### src/rtl/wdt_window_timer.sv
// ---------------------------------------------------------------------------
// wdt_window_timer
//   Windowed watchdog timer. Counts enabled cycles and raises a level warning
//   interrupt once the warn threshold is reached. It issues a fixed-length
//   reset pulse on timeout, or when a valid service arrives too early (inside
//   the closed window). The runtime thresholds can be locked. The block also
//   keeps a saturating count of bites.
//
// Ports
//   clk, rst          clock, synchronous active-high reset
//   en                run enable (forced on once locked)
//   cfg_we            write cfg_timeout / cfg_warn / cfg_window
//   cfg_timeout       new timeout threshold
//   cfg_warn          new warning threshold
//   cfg_window        new closed-window length
//   lock              set sticky config lock (cleared only by rst)
//   kick, kick_key    one-cycle service strobe with its key
//   cnt               current count
//   state             0 IDLE, 1 RUN, 2 WARN, 3 BITE
//   warn_irq          high while in WARN
//   wdt_rst           high while in BITE (RST_PULSE cycles)
//   err_early         pulse: valid key while cnt < window
//   err_key           pulse: kick with wrong key
//   cfg_err           pulse: config write rejected
//   bite_cnt          saturating bite count
// ---------------------------------------------------------------------------
module wdt_window_timer #(
   parameter int                 CNT_W     = 32,
   parameter logic [CNT_W-1:0]   TO_DEF    = CNT_W'(32'h3FFFFFFF),
   parameter logic [CNT_W-1:0]   WARN_DEF  = CNT_W'(32'h30000000),
   parameter logic [CNT_W-1:0]   WIN_DEF   = '0,
   parameter int                 RST_PULSE = 16,
   parameter logic [15:0]        KEY       = 16'hA5C3
) (
   input  logic             clk,
   input  logic             rst,
   input  logic             en,
   input  logic             cfg_we,
   input  logic [CNT_W-1:0] cfg_timeout,
   input  logic [CNT_W-1:0] cfg_warn,
   input  logic [CNT_W-1:0] cfg_window,
   input  logic             lock,
   input  logic             kick,
   input  logic [15:0]      kick_key,
   output logic [CNT_W-1:0] cnt,
   output logic [1:0]       state,
   output logic             warn_irq,
   output logic             wdt_rst,
   output logic             err_early,
   output logic             err_key,
   output logic             cfg_err,
   output logic [7:0]       bite_cnt
);

   localparam int            PW         = (RST_PULSE > 1) ? $clog2(RST_PULSE) : 1;
   localparam logic [PW-1:0] PULSE_LAST = PW'(RST_PULSE - 1);

   typedef enum logic [1:0] {
      S_IDLE = 2'd0,
      S_RUN  = 2'd1,
      S_WARN = 2'd2,
      S_BITE = 2'd3
   } state_t;

   state_t           state_reg, state_next;
   logic [CNT_W-1:0] cnt_reg, cnt_next, cnt_inc;
   logic [CNT_W-1:0] timeout_reg, warn_reg, window_reg;
   logic             locked_reg;
   logic [PW-1:0]    pulse_reg, pulse_next;
   logic [7:0]       bite_cnt_reg;
   logic             err_early_reg, err_early_next;
   logic             err_key_reg, err_key_next;
   logic             cfg_err_reg;
   logic             run, key_ok, cfg_ok, bite_entry;

   assign run     = en | locked_reg;
   assign key_ok  = (kick_key == KEY);
   assign cnt_inc = cnt_reg + CNT_W'(1);
   assign cfg_ok  = !locked_reg && (cfg_warn != '0) &&
                    (cfg_warn < cfg_timeout) && (cfg_window < cfg_timeout);
   assign bite_entry = (state_next == S_BITE) && (state_reg != S_BITE);

   always_comb begin
      state_next     = state_reg;
      cnt_next       = cnt_reg;
      pulse_next     = pulse_reg;
      err_early_next = 1'b0;
      err_key_next   = 1'b0;
      case (state_reg)
         S_IDLE: begin
            cnt_next = '0;
            if (run) state_next = S_RUN;
         end
         S_RUN, S_WARN: begin
            if (!run) begin
               state_next = S_IDLE;
               cnt_next   = '0;
            end else begin
               // A wrong key is flagged but otherwise falls through to the
               // timeout / count logic below.
               if (kick && !key_ok) err_key_next = 1'b1;
               if (kick && key_ok && cnt_reg >= window_reg) begin
                  state_next = S_RUN;
                  cnt_next   = '0;
               end else if (kick && key_ok) begin
                  err_early_next = 1'b1;
                  state_next     = S_BITE;
                  cnt_next       = '0;
                  pulse_next     = '0;
               end else if (cnt_reg >= timeout_reg) begin
                  // >= so a timeout lowered below the running count still bites.
                  state_next = S_BITE;
                  cnt_next   = '0;
                  pulse_next = '0;
               end else begin
                  cnt_next = cnt_inc;
                  if (state_reg == S_RUN && cnt_inc >= warn_reg) state_next = S_WARN;
               end
            end
         end
         S_BITE: begin
            cnt_next = '0;
            if (pulse_reg == PULSE_LAST) begin
               state_next = run ? S_RUN : S_IDLE;
               pulse_next = '0;
            end else begin
               pulse_next = pulse_reg + PW'(1);
            end
         end
         default: begin
            state_next = S_IDLE;
            cnt_next   = '0;
         end
      endcase
   end

   always_ff @(posedge clk) begin
      if (rst) begin
         state_reg     <= S_IDLE;
         cnt_reg       <= '0;
         pulse_reg     <= '0;
         timeout_reg   <= TO_DEF;
         warn_reg      <= WARN_DEF;
         window_reg    <= WIN_DEF;
         locked_reg    <= 1'b0;
         bite_cnt_reg  <= 8'd0;
         err_early_reg <= 1'b0;
         err_key_reg   <= 1'b0;
         cfg_err_reg   <= 1'b0;
      end else begin
         state_reg     <= state_next;
         cnt_reg       <= cnt_next;
         pulse_reg     <= pulse_next;
         err_early_reg <= err_early_next;
         err_key_reg   <= err_key_next;
         cfg_err_reg   <= cfg_we && !cfg_ok;
         if (cfg_we && cfg_ok) begin
            timeout_reg <= cfg_timeout;
            warn_reg    <= cfg_warn;
            window_reg  <= cfg_window;
         end
         if (lock) locked_reg <= 1'b1;
         if (bite_entry && bite_cnt_reg != 8'hFF) bite_cnt_reg <= bite_cnt_reg + 8'd1;
      end
   end

   assign cnt       = cnt_reg;
   assign state     = state_reg;
   assign warn_irq  = (state_reg == S_WARN);
   assign wdt_rst   = (state_reg == S_BITE);
   assign err_early = err_early_reg;
   assign err_key   = err_key_reg;
   assign cfg_err   = cfg_err_reg;
   assign bite_cnt  = bite_cnt_reg;

endmodule
### config.mk
export PLATFORM = sky130hd
export DESIGN_NAME = wdt_window_timer
export DESIGN_NICKNAME = d
export VERILOG_FILES = /design/src/rtl/wdt_window_timer.sv
export SDC_FILE = /design/constraint.sdc
export NUM_CORES = 1
export LEC_CHECK = 0
export BUFFER_PORTS_ARGS = -buffer_cell sky130_fd_sc_hd__buf_4
export CAP_MARGIN = 5
export CORE_AREA = 4 4 142 144
export CTS_CLUSTER_DIAMETER = 80
export DETAILED_ROUTE_END_ITERATION = 10
export DIE_AREA = 0 0 146 148
export PLACE_DENSITY = 0.74
export REMOVE_ABC_BUFFERS = 1
export SYNTH_ARGS = -nofsm -noshare
export SYNTH_HDL_FRONTEND = slang
export SYNTH_SLANG_ARGS = --single-unit
### constraint.sdc
create_clock -name clk -period 6.3 [get_ports clk]
set_input_delay 0.63 -clock clk [delete_from_list [all_inputs] [get_ports clk]]
set_output_delay 0.63 -clock clk [all_outputs]
set_load 0.05 [all_outputs]
== Yosys cells after proc, flatten, opt, wreduce, memory -nomap -nowiden ==
Cells that the tools add are included.
Word-level totals
  bits in registers: 146
  output and inout port bits: 47
Cells by class
  add/sub/neg operators: 3
  $lt $le $gt $ge: 5
  equal/unequal tests: 11
  multiplexer cells: 22
  bitwise logic cells: 3
  reductions and logical operators: 22
Operators by type and width (count)
  32-bit 2-to-1 mux: 4
  32-bit >= comparator: 3
  32-bit less-than comparator: 2
  32-bit case mux with 2 select lines: 1
  32-bit by 1-bit adder with 32-bit output (second input constant): 1
  32-bit nonzero test: 1
  4-bit 2-to-1 mux: 5
  16-bit == test (second input constant): 1
  2-bit 2-to-1 mux: 7
  1-bit logical AND: 11
  8-bit by 1-bit adder with 8-bit output (second input constant): 1
  8-bit != test (second input constant): 1
  4-bit case mux with 2 select lines: 1
  2-bit == test (second input constant): 3
  2-bit != test (second input constant): 3
  2-bit case mux with 3 select lines: 1
  4-bit by 1-bit adder with 4-bit output (second input constant): 1
  4-bit == test (second input constant): 1
  4-bit AND reduction: 1
  2-bit OR reduction: 2
  4-bit OR reduction: 1
  1-bit logical NOT: 3
  1-bit 2-to-1 mux: 3
  3-bit != test (second input constant): 1
  6 further kinds: 7

== Depth between registers and ports, before layout ==
  depth in word-level cells: 12
  gate-level depth with buffers: 18
  gate-level depth less buffers: 18

== Worst setup path after synthesis ==
Ideal clock, no wire load.
  kind: flip-flop to flip-flop
  from: reg cnt_reg[3], in the netlist cnt[3]
  to: reg bite_cnt_reg[2], in the netlist bite_cnt[2]
  data arrival time: 4.578 ns
  setup slack: 1.601 ns
  stages on the path, launching flop included: 19
  buffers on the path: 0
  clock period less this slack: 4.699 ns
  cell sequence: dfxtp_1 -> and4_1 -> nand3_1 -> nor2_1 -> and4_1 -> nand2b_1 -> nor4_1 -> nand3_1 -> xnor2_1 -> ha_1 -> nand4_1 -> nor4_1 -> a211oi_1 -> o22ai_1 -> a31oi_2 -> or4b_1 -> or2b_1 -> nor4_2 -> mux2_2
On the way
  word-level cells in the longest chain between the ends: 12
  elaborated cells between the ends (all ways): 15
RTL lines
  start: declaration: line 66  | logic [CNT_W-1:0] cnt_reg, cnt_next, cnt_inc;
  start signal: assignment: line 152  | cnt_reg <= cnt_next;
  32-bit by 1-bit adder with 32-bit output: line 78  | assign cnt_inc = cnt_reg + CNT_W'(1);
  named net cnt_inc[29]: line 66
  32-bit >= comparator: line 117  | if (state_reg == S_RUN && cnt_inc >= warn_reg) state_next = S_WARN;
  1-bit logical AND: line 117
  2-bit 2-to-1 mux: line 117
  2-bit 2-to-1 mux: line 110  | end else if (cnt_reg >= timeout_reg) begin
  2-bit 2-to-1 mux: line 105  | end else if (kick && key_ok) begin
  2-bit 2-to-1 mux: line 102  | if (kick && key_ok && cnt_reg >= window_reg) begin
  2-bit 2-to-1 mux: line 95  | if (!run) begin
  2-bit case mux with 3 select lines: line 89  | case (state_reg)
  2-bit == test: line 81  | assign bite_entry = (state_next == S_BITE) && (state_reg != S_BITE);
  1-bit logical AND: line 81
  1-bit logical AND: line 163  | if (bite_entry && bite_cnt_reg != 8'hFF) bite_cnt_reg <= bite_cnt_reg + 8'd1;
  end signal: assignment: line 163
  end: declaration: line 70  | logic [7:0] bite_cnt_reg;
The timed path passes the listed nets, and every way through them passes these cells.
A chain may end at the register's enable or synchronous reset.

== Worst setup path after layout ==
  from: reg cnt_reg[2], in the netlist cnt[2]
  to: reg bite_cnt_reg[2], in the netlist bite_cnt[2]
The elaborated chain is that of the path after synthesis.

==> results_dict.tcl <==
set metrics [dict create \
    status "completed" \
    ant_nets 0 \
    antenna_found_initial 0 \
    drc 0 \
    crit_chain "and4_1, nand2_1, nor2_1, nand4_1, or2_2, nor3_1, nand4_1, xnor2_1, ha_1, nand4_1, nor4_1, a211oi_1, o22ai_1, a31oi_2, or4b_1, or2b_1, nor4_2, mux2_2" \
    synth_flop_cell "dfxtp_1" \
    syn_inst 1120 \
    cts.sinks 146 \
    grt_max_degree 94 \
    synth-simple-area-share 0.185 \
    overflow 0 \
    power_leakage_nw 6.00 \
    root_buffer "clkbuf_16" \
    cp_max_fo 8 \
    worst_path_max_delay_cell "dfxtp_1" \
    synthAdderAreaFrac 0.213 \
    hp-start "lock" \
    die-area_sq_mm 0.0216 \
    h-tree-depth 4 \
    drive_gt1_frac 0.167 \
    min_path_type "primary input to register" \
    postSynth.asyncResetShare 0 \
    ys_warn_count 0 \
    relSlewSlack 0.181 \
    setup_viol 0 \
    skew_ns 0.00941 \
    drv_slew 0 \
    synth.area.mux_share 0.0690 \
    start_kind "register" \
    grt_pass1_vias 8293 \
    crit_top_cell "nand4_1" \
    fin_crit_sh 0.785 \
    synthXorXnorAreaFrac 0.0272 \
    finalPower_mw 2.60 \
    avgRoutedWirePerCell_microns 17.3 \
    required_ns 6.61 \
    crit_cells 18 \
    clockBufferDepth 2 \
    vias 8505 \
    syn_area_per_cell_sq_um 8.63 \
    cts_setup_buffers 0 \
    final_nets 1560 \
    via_per_inst 5.58 \
    cts-resized-gates 0 \
    crit_path_end_kind "register" \
    ff2ff_setup_slack_ns 1.36 \
    slowest_delay_ns 0.49 \
    r2r-start "cnt[2]" \
    syn_area_sq_mm 0.00967 \
    track_usage 0.244 \
    hold_end "locked_reg" \
    cts_tree "done" \
    cts_buffers 17 \
    worstSetupPathType "register to register" \
    whs_path_depth 3 \
    synth-compound-area-share 0.136 \
    hold_buffers 0 \
    gp_congestion 0.927 \
    multi_input_area_sq_mm 0.00609 \
    wirelength_microns 26400 \
    reg2reg_to "bite_cnt[2]" \
    register_area_sq_mm 0.00292 \
    coreArea_sq_mm 0.0187 \
    rows 50 \
    vdd_drop_max_v 0.000213 \
    final.min_clock_period_ns 4.94 \
    io_buffers 164 \
    synth_edf_count 0 \
    placed_cell_area_sq_mm 0.0111 \
    syn_to_final_growth_pct 21.7 \
    arrival_ns 5.26 \
    max_cap_viol_count 0 \
    clk_latency_ns 0.43 \
    nFillCells 1609 \
    synth_seq_cells 146 \
    powerDensity_mw_per_mm2 221 \
    synth_cell_types 66 \
    grt_first_pass_wirelength_microns 42500 \
    rsz0062_at_grt "no" \
    synth_top_family_by_area "adder cells" \
    cp_top_family "simple AND/OR/NAND/NOR gates" \
    ys_seq_area_frac 0.302 \
    die_y_microns 148 \
    drtPass1Iterations 5 \
    fmax_mhz 202 \
    reg2regPathDepth 18 \
    finish.instance_area_sq_mm 0.0118 \
    initial_core_util 0.517 \
    first_iter_violations 547 \
    dp_hpwl_microns 20700 \
    cts.reportedPaths.clkPinSlew_ns 0.06 \
    crit_buf_inv 0 \
    die_w_microns 146 \
    ios 165 \
    hold_viol_final 0 \
    worst_pin_slew_ns 1.22 \
    diodes 0 \
]
==> per-stage QoR <==
stage	std cells	util	TNS, ns	setup slack, ns	hold WS, ns
after global placement	1492	0.594	0	1.56	0.444
after CTS	1523	0.629	0	1.43	0.419
after floorplan	1089	-	-97.52	-1.17	0.435
after detailed placement	1492	0.594	0	1.46	0.449
final	1523	0.629	0	1.36	0.426
after global routing	1523	0.629	0	0.952	0.428
==> synth_stat cells (8+ instances only) <==
master      n  area [sq um]
xor2_1     11          96.3
xnor2_1    19           166
nand2_1    45           169
nand3_1    27           135
nor2_1    134           503
inv_1     139           522
nor3_1     11          55.1
dfxtp_1   146          2920
a21oi_1    56           280
nand2b_1    8          50.1
nor2b_1    39           244
mux2i_1    64           641
ha_1      165          2060
buf_2      12          60.1
clkbuf_1   19          71.3
nand4_1    33           206
a21o_1     23           173
a211o_1    31           272
nor4_1     15          93.8
o21ai_0    31           155
==> placed cells by master, fill, tap and decap left out, drive strengths merged, types with 34 or more instances in the layout <==
cell | Yosys | routed
a21oi | 56 | 56
o21ai | 34 | 34
nand2 | 45 | 45
nor2 | 134 | 134
mux2i | 64 | 64
inv | 139 | 139
ha | 165 | 165
dfxtp | 146 | 146
buf | 12 | 169
nor2b | 39 | 39
==> worst max path at each step <==
| stage | startpoint | endpoint | slack (ns) |
|---|---|---|---|
| floorplan | cfg_timeout[29] | timeout_reg[0] | -1.17 |
| global placement | cnt[2] | bite_cnt[2] | 1.56 |
| detailed placement | cnt[2] | bite_cnt[2] | 1.46 |
| CTS | cnt[2] | bite_cnt[2] | 1.43 |
| global route | cnt[0] | bite_cnt[5] | 0.95 |
| finish | cnt[2] | bite_cnt[2] | 1.36 |
==> metal layers <==
| layer | vias to the layer above | GRT usage | routed length [microns] |
|---|---|---|---|
| li1 | 4258 | - | - |
| met1 | 3960 | 0.344 | 12800 |
| met2 | 248 | 0.378 | 11600 |
| met3 | 39 | 0.0435 | 1390 |
| met4 | 0 | 0.0823 | 646 |
| met5 | - | 0 | 0 |
==> report_power, final <==
part	internal [mW]	total, mW	switching (mW)	leakage, nW
registers	0.967	1.00	0.0326	1.19
clock network	0.731	1.12	0.393	0.308
logic	0.205	0.480	0.274	4.51
total	1.90	2.60	0.700	6.00
==> cell type report <==
cell class | instances | area share
clock buffers | 22 | 0.0403
repair buffers | 169 | 0.109
multi-input cells | 804 | 0.518
clock inverters | 9 | 0.0151
flip-flops and latches | 146 | 0.248
inverters | 139 | 0.0443
well taps | 234 | 0.0249
==> cell families after synthesis <==
group                      after synthesis
AOI/OAI and AO/OA                      191
xor gates and xnor gates                30
adders and majority gates              165
buffers and inverters                  170
DFF                                    146
muxes                                   66
and+or+nand+nor                        352
==> worst register-to-register path: stages (launching register included) <==
cell and delay (ns):
dfxtp_1 0.49, and4_1 0.31, nand2_1 0.10, nor2_1 0.17
nand4_1 0.23, or2_2 0.40, nor3_1 0.41, nand4_1 0.17
xnor2_1 0.18, ha_1 0.30, nand4_1 0.13, nor4_1 0.34
a211oi_1 0.14, o22ai_1 0.20, a31oi_2 0.08, or4b_1 0.22
or2b_1 0.33, nor4_2 0.28, mux2_2 0.35
No activity file was read; power rests on OpenSTA's default activity.
